$ cat config.mk
export PLATFORM = sky130hd
export DESIGN_NAME = cache_mem_narrow_bridge
export DESIGN_NICKNAME = d
export VERILOG_FILES = /design/src/rtl/cache_mem_narrow_bridge_pkg.sv /design/src/rtl/cache_mem_narrow_bridge_dpath.sv /design/src/rtl/cache_mem_narrow_bridge.sv
export SDC_FILE = /design/constraint.sdc
export NUM_CORES = 1
export LEC_CHECK = 0
export ABC_AREA = 1
export ABC_CLOCK_PERIOD_IN_PS = 2300
export CAP_MARGIN = 40
export CORE_AREA = 2 2 231 233
export CTS_CLUSTER_SIZE = 10
export DETAILED_ROUTE_END_ITERATION = 6
export DIE_AREA = 0 0 233 235
export GPL_TIMING_DRIVEN = 0
export PLACE_DENSITY_LB_ADDON = 0.15
export SLEW_MARGIN = 10
export SYNTH_ARGS = -nofsm -noshare
export SYNTH_HDL_FRONTEND = slang
export SYNTH_SLANG_ARGS = --single-unit
$ cat constraint.sdc
create_clock -name clk -period 2.3 [get_ports clk]
set_clock_uncertainty 0.1 [all_clocks]
set_input_delay 0.23 -clock clk [delete_from_list [all_inputs] [get_ports clk]]
set_output_delay 0.23 -clock clk [all_outputs]
set_load 0.03 [all_outputs]
$ cat src/rtl/cache_mem_narrow_bridge_pkg.sv
// Memory message types shared by the cache and the narrow-memory bridge.
// Field order is MSB first; widths match the 16B line port and the 4B word port.
package cache_mem_narrow_bridge_pkg;

    localparam logic [2:0] MEM_TYPE_READ  = 3'd0;
    localparam logic [2:0] MEM_TYPE_WRITE = 3'd1;
    localparam logic [2:0] MEM_TYPE_INIT  = 3'd2;

    // len 0 means a full-width access on both the line and the word ports
    localparam logic [3:0] MEM_LEN_FULL   = 4'd0;

    typedef struct packed {
        logic [2:0]   msg_type;
        logic [7:0]   opaque;
        logic [31:0]  addr;
        logic [3:0]   len;
        logic [127:0] data;
    } mem_req_16B_t;

    typedef struct packed {
        logic [2:0]   msg_type;
        logic [7:0]   opaque;
        logic [1:0]   test;
        logic [3:0]   len;
        logic [127:0] data;
    } mem_resp_16B_t;

    typedef struct packed {
        logic [2:0]  msg_type;
        logic [7:0]  opaque;
        logic [31:0] addr;
        logic [1:0]  len;
        logic [31:0] data;
    } mem_req_4B_t;

    typedef struct packed {
        logic [2:0]  msg_type;
        logic [7:0]  opaque;
        logic [1:0]  test;
        logic [1:0]  len;
        logic [31:0] data;
    } mem_resp_4B_t;

    function automatic logic [2:0] beats_for_len(input logic [3:0] len);
        return (len == MEM_LEN_FULL) ? 3'd4 : 3'd1;
    endfunction

endpackage

$ cat src/rtl/cache_mem_narrow_bridge_dpath.sv
// Bridge datapath: latched line request, per-beat word request mux, 128-bit response assembly.
// Purely registered state; beat selection and word writes are steered by the control in the top.
module cache_MemBridgeDpath
    import cache_mem_narrow_bridge_pkg::*;
(
    input  logic          clk,
    input  logic          rst_n,
    input  logic          i_load,
    input  mem_req_16B_t  i_req,
    input  logic [1:0]    i_beat_idx,
    input  logic          i_four_beat,
    output mem_req_4B_t   o_beat,
    input  logic          i_asm_wr,
    input  logic [1:0]    i_asm_idx,
    input  logic [31:0]   i_asm_dat,
    input  logic          i_asm_clr,
    output mem_resp_16B_t o_line_resp
);

    mem_req_16B_t r_req;
    logic [127:0] r_asm;

    always_ff @(posedge clk or negedge rst_n) begin
        if (!rst_n) begin
            r_req <= '0;
        end else if (i_load) begin
            r_req <= i_req;
        end
    end

    // Only reads carry data back; WRITE and INIT responses just count.
    always_ff @(posedge clk or negedge rst_n) begin
        if (!rst_n) begin
            r_asm <= '0;
        end else if (i_asm_clr) begin
            r_asm <= '0;
        end else if (i_asm_wr && (r_req.msg_type == MEM_TYPE_READ)) begin
            r_asm[{i_asm_idx, 5'd0} +: 32] <= i_asm_dat;
        end
    end

    always_comb begin
        o_beat          = '0;
        o_beat.msg_type = r_req.msg_type;
        o_beat.opaque   = r_req.opaque;
        o_beat.addr     = i_four_beat ? {r_req.addr[31:4], i_beat_idx, 2'b00} : r_req.addr;
        o_beat.len      = i_four_beat ? 2'd0 : r_req.len[1:0];
        o_beat.data     = r_req.data[{i_beat_idx, 5'd0} +: 32];
    end

    always_comb begin
        o_line_resp          = '0;
        o_line_resp.msg_type = r_req.msg_type;
        o_line_resp.opaque   = r_req.opaque;
        o_line_resp.test     = 2'd0;
        o_line_resp.len      = r_req.len;
        o_line_resp.data     = r_asm;
    end

endmodule

$ cat src/rtl/cache_mem_narrow_bridge.sv
// Splits each 16B cache line request into 1 or 4 pipelined 4B memory beats and reassembles one 16B response.
// First beat one cycle after accept; mem rdy low holds the beat, cache resp rdy low holds the line response.
module cache_mem_narrow_bridge
    import cache_mem_narrow_bridge_pkg::*;
(
    input  logic          clk,
    input  logic          reset,
    input  mem_req_16B_t  cache2mem_reqstream_msg,
    input  logic          cache2mem_reqstream_val,
    output logic          cache2mem_reqstream_rdy,
    output mem_resp_16B_t cache2mem_respstream_msg,
    output logic          cache2mem_respstream_val,
    input  logic          cache2mem_respstream_rdy,
    output mem_req_4B_t   mem_reqstream_msg,
    output logic          mem_reqstream_val,
    input  logic          mem_reqstream_rdy,
    input  mem_resp_4B_t  mem_respstream_msg,
    input  logic          mem_respstream_val,
    output logic          mem_respstream_rdy
);

    typedef enum logic [1:0] {ST_IDLE, ST_ISSUE, ST_WAIT, ST_RESP} state_t;

    state_t        r_state;
    state_t        w_state_nxt;
    logic [2:0]    r_issue_cnt;
    logic [2:0]    r_resp_cnt;
    logic [2:0]    r_nbeats;
    logic [2:0]    w_issue_cnt_nxt;
    logic [2:0]    w_resp_cnt_nxt;
    logic          w_req_fire;
    logic          w_beat_fire;
    logic          w_resp_fire;
    logic          w_asm_clr;
    mem_req_4B_t   w_beat;
    mem_resp_16B_t w_line_resp;
    logic          w_unused_resp;

    assign cache2mem_reqstream_rdy  = (r_state == ST_IDLE);
    assign mem_reqstream_val        = (r_state == ST_ISSUE);
    assign cache2mem_respstream_val = (r_state == ST_RESP);
    assign mem_respstream_rdy       = ((r_state == ST_ISSUE) || (r_state == ST_WAIT))
                                      && (r_resp_cnt < r_nbeats);

    assign w_req_fire  = cache2mem_reqstream_val & cache2mem_reqstream_rdy;
    assign w_beat_fire = mem_reqstream_val & mem_reqstream_rdy;
    assign w_resp_fire = mem_respstream_val & mem_respstream_rdy;

    // Issue and response counters advance independently so beats overlap responses.
    assign w_issue_cnt_nxt = r_issue_cnt + {2'b00, w_beat_fire};
    assign w_resp_cnt_nxt  = r_resp_cnt + {2'b00, w_resp_fire};

    assign w_unused_resp = ^{mem_respstream_msg.msg_type, mem_respstream_msg.opaque,
                             mem_respstream_msg.test, mem_respstream_msg.len};

    always_ff @(posedge clk or negedge reset) begin
        if (!reset) begin
            r_state     <= ST_IDLE;
            r_issue_cnt <= '0;
            r_resp_cnt  <= '0;
            r_nbeats    <= '0;
        end else begin
            r_state <= w_state_nxt;
            if (w_req_fire) begin
                r_issue_cnt <= '0;
                r_resp_cnt  <= '0;
                r_nbeats    <= beats_for_len(cache2mem_reqstream_msg.len);
            end else begin
                r_issue_cnt <= w_issue_cnt_nxt;
                r_resp_cnt  <= w_resp_cnt_nxt;
            end
        end
    end

    // Completion looks at next-cycle counts so the line response follows the last word directly.
    always_comb begin
        w_state_nxt = r_state;
        w_asm_clr   = 1'b0;
        case (r_state)
            ST_IDLE: begin
                if (cache2mem_reqstream_val) begin
                    w_state_nxt = ST_ISSUE;
                end
            end
            ST_ISSUE: begin
                if (w_issue_cnt_nxt == r_nbeats) begin
                    w_state_nxt = (w_resp_cnt_nxt == r_nbeats) ? ST_RESP : ST_WAIT;
                end
            end
            ST_WAIT: begin
                if (w_resp_cnt_nxt == r_nbeats) begin
                    w_state_nxt = ST_RESP;
                end
            end
            ST_RESP: begin
                if (cache2mem_respstream_rdy) begin
                    w_state_nxt = ST_IDLE;
                    w_asm_clr   = 1'b1;
                end
            end
            default: w_state_nxt = ST_IDLE;
        endcase
    end

    cache_MemBridgeDpath u_dpath (
        .clk         (clk),
        .rst_n       (reset),
        .i_load      (w_req_fire),
        .i_req       (cache2mem_reqstream_msg),
        .i_beat_idx  (r_issue_cnt[1:0]),
        .i_four_beat (r_nbeats[2]),
        .o_beat      (w_beat),
        .i_asm_wr    (w_resp_fire),
        .i_asm_idx   (r_resp_cnt[1:0]),
        .i_asm_dat   (mem_respstream_msg.data),
        .i_asm_clr   (w_asm_clr),
        .o_line_resp (w_line_resp)
    );

    assign mem_reqstream_msg        = mem_reqstream_val ? w_beat : '0;
    assign cache2mem_respstream_msg = cache2mem_respstream_val ? w_line_resp : '0;

`ifndef SYNTHESIS
    function automatic string line_trace();
        case (r_state)
            ST_IDLE:  return "I ";
            ST_ISSUE: return "IS";
            ST_WAIT:  return "W ";
            ST_RESP:  return "R ";
            default:  return "? ";
        endcase
    endfunction
`endif

endmodule

==> flow_summary.toml <==
[logic_synthesis]
syn_avg_cell_area_sq_um = 7.214
synthTopCellsByArea = "dfrtp_1 50%, nand2_1 23%, inv_1 5.7%"
yosysWarnings = 0
ys_seq_area_share_pct = 50.33
synth_top_area_cell = "dfrtp_1"
synth_top_area_share_pct = 50.33
ys_types = 35
mappedNetlistArea_sq_mm = 0.01556
ys_ff_latch = 313
synth_edf_count = 0
syn_inst = 2157
async_reset_ff_share_pct = 100.0
ys.flop_type = "dfrtp_1"

[global_routing]
grt_pass1_wl_um = 91110
grt_max_degree = 73
overflow = 0
antenna_found_initial = 6
track_usage_pct = 21.83
grt_pass1_vias = 15500

[setup_path]
rr_worst_depth = 16
cp_data_arrival_time_ns = 2.13
worstPathRequired_ns = 1.97
crit_start = "r_state[1]"
cp_max_fo = 7
crit_path_start_kind = "register"
ff2ff_setup_slack_ns = -0.06
r2r-start = "r_state[0]"
crit_type = "register to output port"
endpoint_kind = "output port"

[place]
place_hpwl_um = 47140
place.gp.congestion = 0.9087
placed_cell_area_sq_mm = 0.02093
place_inst = 3287
port_buffers = 436

[layout]
mostFrequentLayoutCells = "940 x nand2_1, 311 x dfrtp_1, 227 x inv_1"
final_common_cell = "nand2_1"
drive_gt1_share_pct = 18.87
stdcell_area_sq_mm = 0.02284
final_util_pct = 43.72
synthToLayoutAreaGrowth_pct = 46.77
fin_cells = 3380
nets = 2905

[power_and_ir_drop]
powerDensity_mw_per_mm2 = 1190
p_leak_nw = 12.46
vdd_drop_max_mv = 0.5470
total_power_w = 0.02717

[sta]
rsz0062_at_grt = "yes"
drv_slew = 0
fin_ws_ns = -0.1616
period_minus_slack_ns = 2.462
finalSetupViolCount = 107
relSlewSlack_pct = 51.81
hold_viol_final = 0
timing.final.crit_share_pct = 107.0
fmax_mhz = 406.2
worst_slew_pin_slew_ns = 0.7229

[detailed_routing]
drt-total-wl_um = 61330
drt-wirelength-per-cell_um = 18.14
first_pass_iters = 7
drt-initial-drc-count = 973
drc = 0
vias = 15730
ant_nets = 0
via_per_inst = 4.654

[outcome]
status = "finished with violations"
violations = "setup timing"

[clock_network]
clock_path_buffers = 3
clock_sinks = 313
path_clk_slew_ns = 0.06
root_buffer = "clkbuf_16"
cts_buffers = 40
cts_tree = "yes"
htree_levels = 2
clk_latency_ns = 0.55

[die]
placementRows = 84
ios = 454
die-area_sq_mm = 0.05476
start_util_pct = 29.79
die_h_um = 235
core_area_sq_mm = 0.05224
die_w_um = 233

[hold_path]
hold_class = "primary input to asynchronous set/reset pin"

[job]
cap_violations = 0
[critical path: stages, from the launching register on]
cell and delay, ns:
dfrtp_1 0.40, inv_2 0.09, ha_4 0.16, clkbuf_16 0.16, clkinvlp_4 0.09, buf_12 0.15, clkbuf_16 0.16, a21oi_4 0.18
buf_6 0.16
[area by class of cell]
class,count,area [sq um]
antenna,5,12.51
buffer,141,1028
clock buffer,60,1187
clock inverter,5,32.53
fill,5384,29400
inverter,240,919.6
multi-input combinational,1463,6683
sequential,313,7835
tap,688,860.8
timing repair buffer,465,4280
[metrics by stage]
step           setup TNS, ns  hold slack, ns  setup slack [ns]
2_1_floorplan              0         -0.1656           0.01599
3_3_place_gp        -4368.06          0.3575            -13.36
5_1_grt               -20.29         0.07894           -0.2438
4_1_cts               -23.00         0.05628           -0.1696
3_5_place_dp         -197.96         0.05720            -1.062
6_report              -7.279         0.06117           -0.1616
[power by group]
| group | total (W) | internal, W | switching [W] |
|---|---|---|---|
| clock network | 0.00597 | 0.00353 | 0.00244 |
| registers | 0.00843 | 0.00734 | 0.00109 |
| logic | 0.0128 | 0.00461 | 0.00816 |
| total | 0.0272 | 0.0155 | 0.0117 |
[cell usage after synthesis (2+ instances only)]
cell and count:
nand3b_1 2, nor2_2 2, nor3_2 2, nor2_1 166, ha_1 13, o21ai_1 50
clkbuf_1 81, buf_2 38, inv_1 236, a21oi_1 37, nor4_1 23, nand3_1 60
nand4_1 52, buf_4 2, buf_1 17, inv_2 2, o21ai_0 77, nor3_1 3
nand2_1 952, nand2_2 3, dfrtp_1 313, o21ai_2 11, buf_6 3
[cell families after synthesis]
kind of cell             Yosys count  share of synthesized area (%)
flip-flops                       313                          50.33
adder cells (fa/ha/maj)           13                          1.045
AO/OA/AOI/OAI                    177                          5.982
AND/OR/NAND/NOR                 1271                          32.86
buffers and inverters            382                          9.753
other                              1                        0.02410
[repair_timing]
| item | 4_1_cts | 5_1_grt |
|---|---|---|
| pin swaps | 4 | 15 |
| gates cloned | 1 | 3 |
| endpoints found under the setup margin | 495 | 421 |
| hold buffers | 1 | 0 |
| endpoints found under the hold margin | 180 | 0 |
| gates resized for setup | 1116 | 336 |
| buffers inserted | 10 | 9 |
[sequential cells by signal, indices dropped and copies added, names as in the netlist]
| name | flops |
|---|---|
| r_issue_cnt | 3 |
| r_nbeats | 2 |
| r_resp_cnt | 3 |
| r_state | 2 |
| u_dpath.o_beat | 11 |
| u_dpath.o_line_resp | 4 |
| u_dpath.r_asm | 128 |
| u_dpath.r_req | 160 |
[layer usage]
metal | global-route usage [%] | share of wire, % | up-vias
li1 | - | - | 7592
met1 | 27.94 | 42 | 7494
met2 | 35.86 | 48 | 545
met3 | 4.733 | 6.7 | 99
met4 | 8.415 | 3.6 | 2
met5 | 0 | 0.013 | -
[worst paths after layout]
path	end
max in group asynchronous	u_dpath.o_beat[66]
min in group clk	u_dpath.r_req[11]
min	u_dpath.r_asm[72]
max	mem_reqstream_msg[27]
max reg2reg	r_state[0]
min reg2reg	u_dpath.r_asm[21]
Note: power is estimated with default switching activity, not from simulation.
